## config.mk

```make
export PLATFORM = sky130hd
export DESIGN_NAME = bp_fe_icache_fetch_gen_flat
export DESIGN_NICKNAME = d
export VERILOG_FILES = /design/src/rtl/bp_fe_icache_fetch_gen_if.sv /design/src/rtl/bp_fe_icache_fetch_gen.sv /design/src/flat_wrapper.sv
export SDC_FILE = /design/constraint.sdc
export NUM_CORES = 1
export LEC_CHECK = 0
export CORE_MARGIN = 1.5
export CORE_UTILIZATION = 52
export DETAILED_ROUTE_END_ITERATION = 10
export PLACE_DENSITY = 0.77
export SLEW_MARGIN = 10
export SYNTH_ARGS = -nofsm -noshare
export SYNTH_HDL_FRONTEND = slang
export SYNTH_SLANG_ARGS = --single-unit
```

## constraint.sdc

```tcl
create_clock -name clk_i -period 15.02 [get_ports clk_i]
set_clock_uncertainty 0.1 [all_clocks]
set_input_delay 2.253 -clock clk_i [delete_from_list [all_inputs] [get_ports clk_i]]
set_output_delay 2.253 -clock clk_i [all_outputs]
set_load 0.01 [all_outputs]
```

## src/rtl/bp_fe_icache_fetch_gen_if.sv

```systemverilog
// Fetch request / instruction return bundle between the fetch generator and the I$ test wrapper.
interface bp_fe_icache_fetch_gen_if #(
    parameter int vaddr_width_p = 39,
    parameter int ptag_width_p  = 28,
    parameter int instr_width_p = 32
);
    logic [vaddr_width_p-1:0] vaddr_o;
    logic                     vaddr_v_o;
    logic                     vaddr_ready_i;
    logic [ptag_width_p-1:0]  ptag_o;
    logic                     uncached_o;
    logic [instr_width_p-1:0] data_i;
    logic                     data_v_i;

    modport master (
        output vaddr_o, vaddr_v_o, ptag_o, uncached_o,
        input  vaddr_ready_i, data_i, data_v_i
    );

    modport slave (
        input  vaddr_o, vaddr_v_o, ptag_o, uncached_o,
        output vaddr_ready_i, data_i, data_v_i
    );
endinterface

```

## src/rtl/bp_fe_icache_fetch_gen.sv

```systemverilog
// Sequential PC fetch generator with redirect and in-order return checking against address-valued memory.
// Latency: vaddr_v_o one cycle after start_i; each return checked in its own cycle, error_o registered.
// Backpressure: issue stalls on vaddr_ready_i low or max_outstanding_p in flight; returns are never stalled.
module bp_fe_icache_fetch_gen #(
    parameter int                         vaddr_width_p       = 39,
    parameter int                         ptag_width_p        = 28,
    parameter int                         page_offset_width_p = 12,
    parameter int                         instr_width_p       = 32,
    parameter int                         max_outstanding_p   = 8,
    parameter int                         num_fetches_p       = 64,
    parameter logic [vaddr_width_p-1:0]   start_vaddr_p       = 39'h00_8000_0000,
    parameter logic [ptag_width_p-1:0]    uncached_ptag_min_p = 28'h000_1000
) (
    input  logic                                 clk_i,
    input  logic                                 reset_n_i,
    input  logic                                 start_i,
    input  logic                                 redirect_v_i,
    input  logic [vaddr_width_p-1:0]             redirect_vaddr_i,
    bp_fe_icache_fetch_gen_if.master             fetch,
    output logic [$clog2(num_fetches_p+1)-1:0]   fetch_count_o,
    output logic                                 done_o,
    output logic                                 error_o,
    output logic [vaddr_width_p-1:0]             err_vaddr_o
);
    localparam int cnt_w = $clog2(num_fetches_p + 1);
    localparam int ptr_w = $clog2(max_outstanding_p);
    localparam int occ_w = $clog2(max_outstanding_p + 1);

    typedef enum logic [1:0] {IDLE, RUN, DRAIN, DONE} state_e;

    state_e                   state_q, state_n;
    logic [vaddr_width_p-1:0] pc_q;
    logic [cnt_w-1:0]         fetch_count_q;
    logic [occ_w-1:0]         outstanding_q, outstanding_n;
    logic [ptr_w-1:0]         wr_ptr_q, rd_ptr_q;
    logic [vaddr_width_p-1:0] track_mem [max_outstanding_p];
    logic                     error_q;
    logic [vaddr_width_p-1:0] err_vaddr_q;

    logic                     vaddr_v;
    logic                     issue;
    logic                     pop;
    logic                     launch;
    logic [vaddr_width_p-1:0] head;
    logic                     err_evt;
    logic [vaddr_width_p-1:0] err_addr;
    logic                     error_base;

    // Identity translation: the tag is simply the address above the page offset.
    assign fetch.vaddr_o    = pc_q;
    assign fetch.ptag_o     = ptag_width_p'(pc_q >> page_offset_width_p);
    assign fetch.uncached_o = (fetch.ptag_o >= uncached_ptag_min_p);
    assign fetch.vaddr_v_o  = vaddr_v;

    assign vaddr_v = (state_q == RUN) && (outstanding_q < occ_w'(max_outstanding_p));
    assign issue   = vaddr_v && fetch.vaddr_ready_i;
    assign pop     = fetch.data_v_i && (outstanding_q != '0);
    assign head    = track_mem[rd_ptr_q];

    // A return with nothing tracked is an error attributed to address 0.
    assign err_evt    = fetch.data_v_i && (!pop || (fetch.data_i != instr_width_p'(head)));
    assign err_addr   = pop ? head : '0;
    assign error_base = launch ? 1'b0 : error_q;

    always_comb begin
        outstanding_n = outstanding_q;
        if (issue && !pop) begin
            outstanding_n = outstanding_q + occ_w'(1);
        end else if (pop && !issue) begin
            outstanding_n = outstanding_q - occ_w'(1);
        end
    end

    always_comb begin
        state_n = state_q;
        launch  = 1'b0;
        case (state_q)
            IDLE: begin
                if (start_i) begin
                    state_n = RUN;
                    launch  = 1'b1;
                end
            end
            RUN: begin
                if (issue && (fetch_count_q == cnt_w'(num_fetches_p - 1))) begin
                    state_n = DRAIN;
                end
            end
            DRAIN: begin
                if (outstanding_n == '0) begin
                    state_n = DONE;
                end
            end
            DONE: begin
                if (start_i) begin
                    state_n = RUN;
                    launch  = 1'b1;
                end
            end
            default: state_n = IDLE;
        endcase
    end

    always_ff @(posedge clk_i or negedge reset_n_i) begin
        if (!reset_n_i) begin
            state_q       <= IDLE;
            pc_q          <= '0;
            fetch_count_q <= '0;
            outstanding_q <= '0;
            wr_ptr_q      <= '0;
            rd_ptr_q      <= '0;
            error_q       <= 1'b0;
            err_vaddr_q   <= '0;
        end else begin
            state_q       <= state_n;
            outstanding_q <= outstanding_n;

            if (launch) begin
                pc_q          <= start_vaddr_p;
                fetch_count_q <= '0;
            end else if (state_q == RUN) begin
                // Redirect wins over the increment; a same-cycle issue still used the old pc.
                if (redirect_v_i) begin
                    pc_q <= redirect_vaddr_i & ~vaddr_width_p'(3);
                end else if (issue) begin
                    pc_q <= pc_q + vaddr_width_p'(4);
                end
                if (issue) begin
                    fetch_count_q <= fetch_count_q + cnt_w'(1);
                end
            end

            if (issue) begin
                wr_ptr_q <= wr_ptr_q + ptr_w'(1);
            end
            if (pop) begin
                rd_ptr_q <= rd_ptr_q + ptr_w'(1);
            end

            error_q <= error_base || err_evt;
            if (err_evt && !error_base) begin
                err_vaddr_q <= err_addr;
            end else if (launch) begin
                err_vaddr_q <= '0;
            end
        end
    end

    // Tracker storage needs no reset; the pointers define what is valid.
    always_ff @(posedge clk_i) begin
        if (issue) begin
            track_mem[wr_ptr_q] <= pc_q;
        end
    end

    assign fetch_count_o = fetch_count_q;
    assign done_o        = (state_q == DONE);
    assign error_o       = error_q;
    assign err_vaddr_o   = err_vaddr_q;
endmodule

```

## src/flat_wrapper.sv

```systemverilog
// flat-port wrapper written by rule: the top's interface ports become plain ports
module bp_fe_icache_fetch_gen_flat 
#(
    parameter int                         vaddr_width_p       = 39,
    parameter int                         ptag_width_p        = 28,
    parameter int                         page_offset_width_p = 12,
    parameter int                         instr_width_p       = 32,
    parameter int                         max_outstanding_p   = 8,
    parameter int                         num_fetches_p       = 64,
    parameter logic [vaddr_width_p-1:0]   start_vaddr_p       = 39'h00_8000_0000,
    parameter logic [ptag_width_p-1:0]    uncached_ptag_min_p = 28'h000_1000
)
  (clk_i, reset_n_i, start_i, redirect_v_i, redirect_vaddr_i, fetch_count_o, done_o, error_o, err_vaddr_o, fetch_vaddr_o, fetch_vaddr_v_o, fetch_ptag_o, fetch_uncached_o, fetch_vaddr_ready_i, fetch_data_i, fetch_data_v_i);
  bp_fe_icache_fetch_gen_if #(.vaddr_width_p(vaddr_width_p), .ptag_width_p(ptag_width_p), .instr_width_p(instr_width_p)) fetch_i ();
  input  logic clk_i;
  input  logic reset_n_i;
  input  logic start_i;
  input  logic redirect_v_i;
  input  logic [vaddr_width_p-1:0] redirect_vaddr_i;
  output logic [$clog2(num_fetches_p+1)-1:0] fetch_count_o;
  output logic done_o;
  output logic error_o;
  output logic [vaddr_width_p-1:0] err_vaddr_o;
  output wire logic [$bits(fetch_i.vaddr_o)-1:0] fetch_vaddr_o;
  output wire logic [$bits(fetch_i.vaddr_v_o)-1:0] fetch_vaddr_v_o;
  output wire logic [$bits(fetch_i.ptag_o)-1:0] fetch_ptag_o;
  output wire logic [$bits(fetch_i.uncached_o)-1:0] fetch_uncached_o;
  input wire logic [$bits(fetch_i.vaddr_ready_i)-1:0] fetch_vaddr_ready_i;
  input wire logic [$bits(fetch_i.data_i)-1:0] fetch_data_i;
  input wire logic [$bits(fetch_i.data_v_i)-1:0] fetch_data_v_i;
  assign fetch_vaddr_o = fetch_i.vaddr_o;
  assign fetch_vaddr_v_o = fetch_i.vaddr_v_o;
  assign fetch_ptag_o = fetch_i.ptag_o;
  assign fetch_uncached_o = fetch_i.uncached_o;
  assign fetch_i.vaddr_ready_i = fetch_vaddr_ready_i;
  assign fetch_i.data_i = fetch_data_i;
  assign fetch_i.data_v_i = fetch_data_v_i;
  bp_fe_icache_fetch_gen #(.vaddr_width_p(vaddr_width_p), .ptag_width_p(ptag_width_p), .page_offset_width_p(page_offset_width_p), .instr_width_p(instr_width_p), .max_outstanding_p(max_outstanding_p), .num_fetches_p(num_fetches_p), .start_vaddr_p(start_vaddr_p), .uncached_ptag_min_p(uncached_ptag_min_p)) u_core (.clk_i(clk_i), .reset_n_i(reset_n_i), .start_i(start_i), .redirect_v_i(redirect_v_i), .redirect_vaddr_i(redirect_vaddr_i), .fetch(fetch_i), .fetch_count_o(fetch_count_o), .done_o(done_o), .error_o(error_o), .err_vaddr_o(err_vaddr_o));
endmodule
```

==> impl_metrics.yaml <==
clock_network:
  numCtsBuffers: 39
  clk_root_buffer_cell: "clkbuf_16"
  htreeDepth: 2
  cts_tree: "yes"
  cts_setup_buffers: 0
  hold_buffers: 0
  clkLatencyLatePin_ns: 0.54
  path_clk_slew_ns: 0.06
  cts_resized: 0
  cts_buffer_depth: 3
  clock-sinks: 391
floorplan:
  num_io_pins: 194
  initial_core_util: 0.530
  rows: 65
  fp.dieW_um: 183
  dieArea_um2: 33400
  core-area_um2: 31700
  die_y_um: 183
grt:
  antenna_found_initial: 0
  grt-ovfl-total: 0
  grt_pass1_vias: 10600
  grt_usage: 0.252
  grt_pass1_wl_um: 62900
  grt_max_degree: 76
drt:
  wl_met1_um: 16900
  drt-initial-drc-count: 1042
  wirelength_um: 41200
  dr.pass1.iters: 9
  top_layer: "met4"
  vias: 10600
  route.detailed.drc: 0
  wl_met2_um: 20200
  viasPerCell: 6.14
  dr_wl_met3_um: 3080
  ant_nets: 0
  wl_per_cell_um: 23.9
job:
  cap_violations: 0
placement:
  hpwlAfterDp_um: 25800
  port_buffers: 188
  dp_cells: 1654
  globalplace.congestion: 0.866
sta:
  slew_viol_final: 0
  grt_setup_unrepaired: "no"
  setup_tns_ns: 0
  setup_violations: 0
  relSlewSlack: 0.381
  fmax_mhz: 175
  finalHoldViolCount: 0
  final.period_utilization: 0.381
  worstMarginPinSlew_ns: 0.925
  period_needed_ns: 5.72
setup_path:
  r2r_start: "u_core.rd_ptr_q[1]"
  reg2reg_to: "u_core.err_vaddr_o[28]"
  crit_type: "flip-flop to flip-flop"
  cp-start-kind: "flip-flop"
  critPathRequiredTime_ns: 15.38
  critPathMaxFanout: 48
  reg2regPathDepth: 10
  critPathCaptureType: "flip-flop"
  cp.arrival_ns: 6.08
  ff2ff_setup_slack_ns: 9.30
power_and_ir_drop:
  total_power_w: 0.00391
  ir_drop_mv: 0.143
  cellLeakagePower_nw: 7.10
  p_per_area_nw_per_um2: 194
yosys:
  ys_top_cells_by_area: "edfxtp_1, dfrtp_1, mux4_2, mux2i_1, o21ai_0"
  synth-main-ff-cell: "edfxtp_1"
  synth_seq_area_share: 0.670
  synth_edf_count: 296
  yosysTopAreaCell: "edfxtp_1"
  ys_seq_elements: 391
  synth_cell_type_count: 56
  syn_inst: 1122
  postSynthAreaPerCell_um2: 15.0
  ys_warn_count: 0
  synthArstFlopShare: 0.243
  synth_top_cell_area_share: 0.529
  netlist_area_um2: 16800
layout:
  multi_input_area_um2: 5040
  regArea_um2: 11300
  area_growth_pct: 19.8
  final_common_cell: "edfxtp_1"
  num-nets-final: 1379
  fillCellCount: 2239
  layout.cells.non_filler: 1726
  antenna-diode-count: 0
  layout-drive-gt1-share: 0.144
  mostFrequentLayoutCells: "edfxtp_1, clkdlybuf4s50_1, dfrtp_1"
min_path:
  hold_depth: 1
  hold_start: "u_core.err_vaddr_o[8]"
  holdPathEnd: "u_core.err_vaddr_o[8]"
  hold_path.class: "flip-flop to flip-flop"
outcome:
  status: "finished clean"
[state kept, by name, summed over array words and instances, names as in the netlist]
| register | flops |
|---|---|
| u_core.err_vaddr_o | 38 |
| u_core.track_mem | 296 |
| u_core.fetch_count_o | 7 |
| u_core.rd_ptr_q | 3 |
| u_core.error_o | 1 |
| u_core.state_q | 2 |
| u_core.outstanding_q | 4 |
| u_core.wr_ptr_q | 3 |
| u_core.fetch.vaddr_o | 37 |
[power by group]
group | total [W] | switching, W | internal (W)
clock network | 0.000909 | 0.000398 | 0.000511
logic | 0.00129 | 0.000651 | 0.000644
registers | 0.00170 | 0.000292 | 0.00141
total | 0.00391 | 0.00134 | 0.00257
[cell families after synthesis]
group / Yosys count / share of synthesized area
AOI/OAI and AO/OA: 202 / 0.0823
xor gates and xnor gates: 29 / 0.0151
other: 1 / 0.000223
and+or+nand+nor: 261 / 0.0783
muxes: 123 / 0.112
DFF: 391 / 0.670
buffers and inverters: 104 / 0.0340
adders and majority gates: 11 / 0.00789
[worst max-delay path: stages (launching register included)]
cell and delay [ns]:
dfrtp_4 0.79, buf_4 0.76, nand2b_1 0.51, o22ai_1 0.42, nor3_1 0.09, or3b_1 0.34, or4_1 0.54, or4_4 0.70
a31oi_4 0.68, buf_4 0.42, a2bb2o_1 0.19
[final cells by class]
| type | instances | area share |
|---|---|---|
| tap | 402 | 0.0250 |
| timing repair buffer | 214 | 0.103 |
| multi-input combinational | 629 | 0.250 |
| inverter | 18 | 0.00336 |
| clock inverter | 15 | 0.00547 |
| clock buffer | 57 | 0.0528 |
| sequential | 391 | 0.560 |
[cell usage after synthesis (3+ instances only)]
master and n:
buf_2 10, ha_1 9, a21oi_1 36, a2bb2o_1 11
edfxtp_1 296, o22ai_1 22, mux2_2 26, nand2b_1 5
nor4_1 16, or4_1 7, nor2b_1 12, o21ai_0 64
o2bb2ai_1 6, o2bb2ai_2 10, mux2i_1 48, a21bo_1 3
a21bo_2 7, and2_1 5, buf_1 7, nand2_1 63
a31oi_1 6, clkbuf_1 28, nand4_1 11, xor2_1 14
nor3_1 25, or2_2 5, buf_6 4, a22oi_1 18
inv_1 18, and3_1 9, a22o_1 7, dfrtp_1 95
or3_1 12, xnor2_1 15, mux4_2 48, buf_4 37
nor2_1 48, nand3_1 32, o31a_1 3
[metrics by stage]
step / worst slack [ns] / utilization / instance area (um^2) / hold slack (ns)
detailed placement: 8.81 / 0.597 / 19000 / 0.377
floorplan: 8.23 / - / 16800 / 0.411
finish: 9.30 / 0.634 / 20100 / 0.386
global route: 9.04 / 0.634 / 20100 / 0.397
CTS: 9.27 / 0.634 / 20100 / 0.389
global placement: 8.81 / 0.597 / 19000 / 0.362
[how the worst max path moves through the flow]
stage                        startpoint                 endpoint  slack, ns
floorplan           fetch_vaddr_ready_i  u_core.track_mem[0][10]       8.23
global placement         fetch_data_v_i    u_core.err_vaddr_o[2]       8.81
detailed placement       fetch_data_v_i   u_core.err_vaddr_o[16]       8.81
CTS                  u_core.rd_ptr_q[1]   u_core.err_vaddr_o[28]       9.27
global route         u_core.rd_ptr_q[1]   u_core.err_vaddr_o[28]       9.04
finish               u_core.rd_ptr_q[1]   u_core.err_vaddr_o[28]       9.30
[layer usage]
metal | vias up | track usage
met3 | 76 | 0.0347
li1 | 4655 | -
met5 | - | 0
met4 | 0 | 0.0767
met2 | 475 | 0.419
met1 | 5387 | 0.350
Note: power is estimated with default switching activity, not from simulation.
